==> config.mk <==
export PLATFORM = sky130hd
export DESIGN_NAME = maxpool_flatten_flat
export DESIGN_NICKNAME = d
export VERILOG_FILES = /design/src/rtl/maxpool_flatten_pkg.sv /design/src/rtl/maxpool_flatten_if.sv /design/src/rtl/maxpool_flatten_max2.sv /design/src/rtl/maxpool_flatten.sv /design/src/flat_wrapper.sv
export SDC_FILE = /design/constraint.sdc
export NUM_CORES = 1
export LEC_CHECK = 0
export ABC_AREA = 0
export BUFFER_PORTS_ARGS = -buffer_cell sky130_fd_sc_hd__buf_4
export CAP_MARGIN = 40
export CORE_MARGIN = 2
export CORE_UTILIZATION = 50
export CTS_CLUSTER_SIZE = 8
export DETAILED_ROUTE_END_ITERATION = 10
export GPL_TIMING_DRIVEN = 0
export PLACE_DENSITY_LB_ADDON = 0.15
export SLEW_MARGIN = 20
export SYNTH_ARGS = -nofsm -noshare
export SYNTH_HDL_FRONTEND = slang
export SYNTH_SLANG_ARGS = --single-unit
==> constraint.sdc <==
create_clock -name clk -period 4.8 [get_ports clk]
set_input_delay 0.96 -clock clk [delete_from_list [all_inputs] [get_ports clk]]
set_output_delay 0.96 -clock clk [all_outputs]
set_load 0.02 [all_outputs]
==> src/rtl/maxpool_flatten_pkg.sv <==
// maxpool_flatten_pkg: frame geometry, feature-buffer sizing and FSM encodings shared with the FC stage.
package maxpool_flatten_pkg;
    localparam int C_IN   = 16;
    localparam int H_IN   = 10;
    localparam int W_IN   = 10;
    localparam int DW     = 8;
    localparam int ADDR_W = 10;
    localparam int N_FEAT = C_IN * (H_IN / 2) * (W_IN / 2);
    localparam int CH_W   = $clog2(C_IN);
    localparam int ROW_W  = $clog2(H_IN);
    localparam int COL_W  = $clog2(W_IN);
    localparam logic [ADDR_W-1:0] CH_STRIDE  = ADDR_W'((H_IN / 2) * (W_IN / 2));
    localparam logic [ADDR_W-1:0] ROW_STRIDE = ADDR_W'(W_IN / 2);

    typedef enum logic [1:0] {S_IDLE, S_RUN, S_FLUSH, S_DONE} state_t;

    function automatic logic [ADDR_W-1:0] flat_addr(input logic [CH_W-1:0] c,
                                                    input logic [ROW_W-1:0] r,
                                                    input logic [COL_W-1:0] k);
        return ADDR_W'(c) * CH_STRIDE + ADDR_W'(r >> 1) * ROW_STRIDE + ADDR_W'(k >> 1);
    endfunction
endpackage

==> src/rtl/maxpool_flatten_if.sv <==
// maxpool_flatten_if: pixel stream in, flattened feature writes out, frame control/status.
interface maxpool_flatten_if;
    import maxpool_flatten_pkg::*;
    logic                     start;
    logic                     in_valid;
    logic signed [DW-1:0]     in_data;
    logic                     in_ready;
    logic                     feat_we;
    logic        [ADDR_W-1:0] feat_addr;
    logic signed [DW-1:0]     feat_data;
    logic                     busy;
    logic                     done;

    modport master (
        output start, in_valid, in_data,
        input  in_ready, feat_we, feat_addr, feat_data, busy, done
    );
    modport slave (
        input  start, in_valid, in_data,
        output in_ready, feat_we, feat_addr, feat_data, busy, done
    );
endinterface

==> src/rtl/maxpool_flatten_max2.sv <==
// max2_s8: combinational signed two-input maximum.
module max2_s8 #(
    parameter int DW = 8
) (
    input  logic signed [DW-1:0] a,
    input  logic signed [DW-1:0] b,
    output logic signed [DW-1:0] y
);
    always_comb y = (a > b) ? a : b;
endmodule

==> src/rtl/maxpool_flatten.sv <==
// maxpool_flatten: 2x2/stride-2 signed max-pool of a channel-major frame, flattened into the FC feature buffer.
// Define POOL_RELU_EN to clamp negative pooled features to zero before they are written.
module maxpool_flatten
    import maxpool_flatten_pkg::*;
(
    input logic clk,
    input logic reset,
    maxpool_flatten_if.slave bus
);
    state_t               state;
    logic [CH_W-1:0]      ch;
    logic [ROW_W-1:0]     row;
    logic [COL_W-1:0]     col;
    logic [COL_W-2:0]     lb_idx;
    logic signed [DW-1:0] pair_reg;
    logic signed [DW-1:0] linebuf [W_IN/2];
    logic signed [DW-1:0] m, f, f_out;
    logic                 accept, col_end, row_end, last;

    assign lb_idx  = col[COL_W-1:1];
    assign accept  = (state == S_RUN) && bus.in_valid && bus.in_ready;
    assign col_end = col == COL_W'(W_IN - 1);
    assign row_end = row == ROW_W'(H_IN - 1);
    assign last    = col_end && row_end && (ch == CH_W'(C_IN - 1));

    // Horizontal max of the column pair, then vertical max against the buffered even row.
    max2_s8 #(.DW(DW)) u_pair (.a(pair_reg), .b(bus.in_data), .y(m));
    max2_s8 #(.DW(DW)) u_line (.a(linebuf[lb_idx]), .b(m), .y(f));

`ifdef POOL_RELU_EN
    always_comb f_out = f[DW-1] ? '0 : f;
`else
    always_comb f_out = f;
`endif

    always_ff @(posedge clk or posedge reset) begin
        if (reset) begin
            state         <= S_IDLE;
            bus.in_ready  <= 1'b0;
            bus.feat_we   <= 1'b0;
            bus.feat_addr <= '0;
            bus.feat_data <= '0;
            bus.busy      <= 1'b0;
            bus.done      <= 1'b0;
            ch            <= '0;
            row           <= '0;
            col           <= '0;
            pair_reg      <= '0;
            for (int i = 0; i < W_IN / 2; i++) linebuf[i] <= '0;
        end else begin
            bus.feat_we <= 1'b0;
            bus.done    <= 1'b0;
            case (state)
                S_IDLE: if (bus.start) begin
                    state        <= S_RUN;
                    bus.busy     <= 1'b1;
                    bus.in_ready <= 1'b1;
                    ch           <= '0;
                    row          <= '0;
                    col          <= '0;
                end
                S_RUN: if (accept) begin
                    col <= col_end ? '0 : col + 1'b1;
                    if (col_end) row <= row_end ? '0 : row + 1'b1;
                    if (col_end && row_end) ch <= ch + 1'b1;
                    if (!col[0]) pair_reg <= bus.in_data;
                    else if (!row[0]) linebuf[lb_idx] <= m;
                    else begin
                        bus.feat_we   <= 1'b1;
                        bus.feat_addr <= flat_addr(ch, row, col);
                        bus.feat_data <= f_out;
                    end
                    if (last) begin
                        state        <= S_FLUSH;
                        bus.in_ready <= 1'b0;
                    end
                end
                S_FLUSH: begin
                    state    <= S_DONE;
                    bus.done <= 1'b1;
                end
                default: begin
                    state    <= S_IDLE;
                    bus.busy <= 1'b0;
                end
            endcase
        end
    end
endmodule

==> src/flat_wrapper.sv <==
// flat-port wrapper written by rule: the top's interface ports become plain ports
module maxpool_flatten_flat import maxpool_flatten_pkg::*;
  (clk, reset, bus_start, bus_in_valid, bus_in_data, bus_in_ready, bus_feat_we, bus_feat_addr, bus_feat_data, bus_busy, bus_done);
  maxpool_flatten_if bus_i ();
  input logic clk;
  input logic reset;
  input wire logic [$bits(bus_i.start)-1:0] bus_start;
  input wire logic [$bits(bus_i.in_valid)-1:0] bus_in_valid;
  input wire logic [$bits(bus_i.in_data)-1:0] bus_in_data;
  output wire logic [$bits(bus_i.in_ready)-1:0] bus_in_ready;
  output wire logic [$bits(bus_i.feat_we)-1:0] bus_feat_we;
  output wire logic [$bits(bus_i.feat_addr)-1:0] bus_feat_addr;
  output wire logic [$bits(bus_i.feat_data)-1:0] bus_feat_data;
  output wire logic [$bits(bus_i.busy)-1:0] bus_busy;
  output wire logic [$bits(bus_i.done)-1:0] bus_done;
  assign bus_i.start = bus_start;
  assign bus_i.in_valid = bus_in_valid;
  assign bus_i.in_data = bus_in_data;
  assign bus_in_ready = bus_i.in_ready;
  assign bus_feat_we = bus_i.feat_we;
  assign bus_feat_addr = bus_i.feat_addr;
  assign bus_feat_data = bus_i.feat_data;
  assign bus_busy = bus_i.busy;
  assign bus_done = bus_i.done;
  maxpool_flatten u_core (.clk(clk), .reset(reset), .bus(bus_i));
endmodule
# Yosys cells after proc, flatten, opt, wreduce, memory -nomap -nowiden
# Cells that the tools add are included.
# W data, S select, Z words.
[op_classes]
add_sub_neg = 5
multipliers = 2
n_lt_le_gt_ge = 4
eq_ne = 10
muxes = 33
bitwise = 4
reduce_logical = 17
[ops]
columns = ["cell", "count"]
rows = [
  ["$bwmux W40", 1],
  ["$mux W8", 5],
  ["$mux W4", 8],
  ["$bmux W8 S3", 1],
  ["$demux W8 S3", 1],
  ["$pmux W4 S2", 3],
  ["$reduce_and A4 Y1", 5],
  ["$gt A8 B8 Y1", 2],
  ["$add A4 B1 Y4 const B", 3],
  ["$eq A4 B4 Y1 const B", 3],
  ["$add A10 B3 Y10", 1],
  ["$add A9 B10 Y10", 1],
  ["$mul A4 B5 Y9 const B", 1],
  ["$reduce_and A3 Y1", 3],
  ["$mux W1", 8],
  ["$mul A3 B3 Y6 const B", 1],
  ["$mux W2", 3],
  ["$ne A2 B1 Y1 const B", 3],
  ["$pmux W2 S3", 1],
  ["$logic_and A1 B1 Y1", 5],
  ["$ge A4 B4 Y1 const B", 1],
  ["$lt A4 B1 Y1 const B", 1],
  ["$ne A2 B2 Y1 const B", 2],
  ["$not A3 Y4", 1],
  ["other kinds (8)", 11],
]
[word_totals]
ff_bits = 84
out_inout_bits = 22

# Logic depth before layout (Yosys ltp)
[depth]
word_depth = 6
depth_mapped = 17

# Cells and area by module
# A second synthesis with hierarchy kept.
[unflattened]
cells_unflattened = 446
hier_area_um2 = 5168.7
[by_module_without_submodules]
columns = ["mod", "n_inst", "cells_each", "area_each_um2"]
rows = [
  ["maxpool_flatten", 1, 366, 4448.0],
  ["max2_s8", 2, 40, 360.3],
]

# Least setup slack after synthesis
# No wires, ideal clock.
[synth_timing]
path_type = "in2reg"
start = "input bus_in_data[7]"
end = "register u_core.bus.feat_data[0]"
setup_time_ns = 0.128
arrival_ns = 3.980
required_ns = 4.672
path_slack_ns = 0.692
cell_stages = 16
n_path_buf = 2
path_cell_list = "inv_1 -> ha_1 -> nor3b_1 -> o221a_2 -> a31oi_4 -> nand2_4 -> buf_6 -> mux2i_4 -> ha_1 -> nor4b_1 -> nand2_1 -> o32a_1 -> clkbuf_1 -> a31oi_1 -> a21boi_0 -> o21ai_0"
[synth_between]
elab_chain_cells = 4
[synth_rtl]
columns = ["element", "line_no", "rtl"]
rows = [
  ["start: declaration", "flat_wrapper.sv:9", "input wire logic [$bits(bus_i.in_data)-1:0] bus_in_data;"],
  ["$gt A8 B8 Y1", "maxpool_flatten_max2.sv:9", "always_comb y = (a > b) ? a : b;"],
  ["$mux W8 *", "maxpool_flatten_max2.sv:9", ""],
  ["$gt A8 B8 Y1", "maxpool_flatten_max2.sv:9", ""],
  ["$mux W8 *", "maxpool_flatten_max2.sv:9", ""],
  ["end signal: assignment", "maxpool_flatten.sv:71", "bus.feat_data <= f_out;"],
  ["end: declaration", "maxpool_flatten_if.sv:20", "output in_ready, feat_we, feat_addr, feat_data, busy, done"],
]
# Every way passes the cells marked *; elsewhere a longest branch is shown, timed or not.
# A chain may end at the register's enable or synchronous reset.

# Worst setup path after layout
[layout_timing]
start = "input bus_in_data[7]"
end = "register u_core.bus.feat_data[2]"
# The elaborated chain is that of the path after synthesis.

==> results.py <==
metrics = {
    "timing": {
        "setup_ws_ns": 0.4023,
        "maxSlewHeadroom": 0.5149,
        "finalHoldViolCount": 0,
        "max_slew.worst_pin.slew_ns": 0.7254,
        "finClkSkew_ns": 0.01260,
        "timing.final.crit_share": 0.9162,
        "setup_violations": 0,
        "final_max_slew_viol_count": 0,
        "rsz0062_at_grt": "false",
        "min_period_ns": 4.398,
        "fmax_ghz": 0.2274,
        "fin_tns_setup_ns": 0,
    },
    "placement": {
        "place_congestion": 0.8321,
        "dp_slack_ns": 0.06343,
        "io_buffers": 33,
        "place_inst": 708,
        "dp_hpwl_mm": 8.317,
    },
    "synth": {
        "synthTopCellsByArea": "dfrtp_1 (41%), ha_1 (12%), a21oi_1 (5.8%), o21ai_0 (4.2%), nor2_1 (4.1%)",
        "yosys_warnings": 0,
        "avgSynthCellArea_um2": 9.376,
        "synth_most_common_cell": "dfrtp_1",
        "syn_inst": 541,
        "postSynth.asyncResetShare": 1.000,
        "syn-num-nets": 608,
        "netlist_area_mm2": 0.005072,
        "synth_top_area_frac": 0.4144,
        "synth-seq-cells": 84,
        "synth_flop_cell": "dfrtp_1",
        "synth_common_cells": "dfrtp_1 (84), a21oi_1 (59), nor2_1 (55), ha_1 (49), nand2_1 (49)",
        "synth-edff-count": 0,
        "seq_area_frac_synth": 0.4144,
        "synth_top_area_cell": "dfrtp_1",
        "yosysUniqueCellTypes": 53,
    },
    "global_routing": {
        "overflow": 0,
        "grt_max_degree": 58,
        "grtUsageTotal": 0.2156,
        "antenna_found_initial": 0,
        "grt_pass1_vias": 4030,
        "grt_pass1_wl_mm": 19.28,
    },
    "finish": {
        "largest_reg_flops": 40,
        "antenna-diode-count": 0,
        "drive_gt1_frac": 0.1354,
        "areaGrowthSynthToFinish_pct": 12.70,
        "finalNonFillerCells": 724,
        "largestRegisters": "u_core.linebuf (40), u_core.bus.feat_addr (10)",
        "top_register": "u_core.linebuf",
        "fill_cells": 905,
        "fin_nets": 653,
    },
    "floorplanning": {
        "initial_core_util": 0.5166,
        "io_pins": 34,
        "chipWidth_um": 104.7,
        "die_h_um": 104.7,
        "core_mm2": 0.009819,
        "rows": 36,
        "dieArea_mm2": 0.01097,
    },
    "setup_path": {
        "crit_path_max_incr_delay_ns": 0.58,
        "path_class": "input pin to flip-flop",
        "crit_family": "simple AND/OR/NAND/NOR gates",
        "arrival_ns": 4.68,
        "endpoint_kind": "flip-flop",
        "cp_max_fo": 9,
        "worstPathRequired_ns": 5.08,
        "cpMaxStageDelayCell": "mux2i_1",
        "crit_buf_inv": 4,
        "worstPathCellList": "buf_4 > inv_1 > ha_1 > nand4_1 > or2_2 > buf_1 > nand2_4 > mux2i_1 > ha_1 > and3_1 > a31oi_1 > o32a_1 > clkbuf_1 > a31oi_1 > a21boi_0 > o21ai_0",
        "crit_path_start_kind": "input pin",
    },
    "cts": {
        "htree_num_levels": 3,
        "clk_pin_slew_ns": 0.10,
        "clk_latency_ns": 0.37,
        "clock-sinks": 84,
        "cts_setup_buffers": 0,
        "root_buffer": "clkbuf_8",
        "cts_buffer_depth": 2,
        "cts_hold_buf": 0,
        "cts_tree": "built",
        "cts_buffers": 9,
        "ctsResizeCount": 0,
    },
    "min_path": {
        "min_path_type": "flip-flop to flip-flop",
    },
    "drt": {
        "vias": 3970,
        "dr.pass1.iters": 4,
        "route.detailed.wl_per_inst_um": 15.22,
        "postRouteAntennaNets": 0,
        "via_per_inst": 5.483,
        "first_iter_violations": 185,
        "wirelength_mm": 11.02,
        "drc": 0,
    },
    "power_and_ir_drop": {
        "cellPowerDensity_mw_per_mm2": 621.0,
        "peakVddDrop_uv": 379.3,
        "p_leak_nw": 2.814,
    },
    "outcome": {
        "status": "completed",
    },
    "job": {
        "cap_violations": 0,
    },
}
==> path summary, 6_finish.rpt <==
| kind | slack (ns) | cells after the start | end | start |
|---|---|---|---|---|
| min | 0.49 | 2 | u_core.bus.feat_addr[3] | u_core.bus.feat_addr[3] |
| max reg2reg | 0.70 | 14 | u_core.bus.feat_data[2] | u_core.pair_reg[7] |
| max in group asynchronous | 3.61 | 3 | u_core.bus.feat_data[0] | reset |
| min reg2reg | 0.49 | 2 | u_core.bus.feat_addr[3] | u_core.bus.feat_addr[3] |
| max | 0.40 | 16 | u_core.bus.feat_data[2] | bus_in_data[7] |
| min in group asynchronous | 0.58 | 2 | u_core.row[1] | reset |
==> report_power, final <==
group	leakage [nW]	total (W)	internal (W)	switching, W
Sequential	1.04	0.00116	0.000977	0.000182
Clock	0.103	0.000523	0.000207	0.000316
Combinational	1.67	0.00187	0.000799	0.00107
==> worst min-delay path, cell delays in order, from the launching register on <==
cell     delay, ns
dfrtp_1       0.36
nand2_1       0.04
o21ai_0       0.06
==> routing by layer <==
metal / routed length, um / vias up / track usage
li1: - / 1960 / -
met1: 5236 / 1946 / 0.2859
met2: 5327 / 54 / 0.3636
met3: 300 / 10 / 0.03805
met4: 157 / 0 / 0.05905
met5: 0 / - / 0
==> cells in the final DEF, fill, tap and decap left out, drive strengths merged, types with 4 or more instances in the layout <==
cell type	n
o31ai	4
nand2	50
nor2b	7
mux2i	23
o21ai	43
inv	49
ha	49
nand3	8
nand2b	4
o22ai	8
a31oi	11
buf	47
dfrtp	84
a21boi	9
fa	6
nand4	4
and3	5
nor2	55
clkbuf	20
a21oi	59
==> area by class of cell <==
type / instances / area [um2] / area share
clock buffers: 9 / 123.9 / 0.02167
well taps: 133 / 166.4 / 0.02911
clock inverters: 7 / 76.32 / 0.01335
plain buffers: 24 / 110.1 / 0.01926
repair buffers: 34 / 275.3 / 0.04815
inverters: 45 / 171.4 / 0.02998
flip-flops and latches: 84 / 2102 / 0.3677
multi-input cells: 388 / 2691 / 0.4708
==> per-stage QoR <==
step | area, um2 | hold slack (ns) | total power (W) | utilization
2_1_floorplan | 5072 | 0.4893 | 0.002548 | -
3_3_place_gp | 5487 | 0.4644 | 0.002982 | 0.5587
3_5_place_dp | 5517 | 0.4656 | 0.003041 | 0.5618
4_1_cts | 5717 | 0.4939 | 0.003573 | 0.5822
5_1_grt | 5717 | 0.5181 | 0.003888 | 0.5822
6_report | 5717 | 0.4883 | 0.003550 | 0.5822
==> cell families (layout without fill, tap and decap cells) <==
family                     count (synthesis)  in the layout  share of synthesized area
AOI/OAI and AO/OA                        152            152                     0.1771
and+or+nand+nor                          150            150                     0.1418
DFF                                       84             84                     0.4144
buffers and inverters                     69            119                    0.05501
adders and majority gates                 55             55                     0.1445
muxes                                     26             26                    0.05846
xor gates and xnor gates                   5              5                   0.008635
Note: power is estimated with default switching activity, not from simulation.
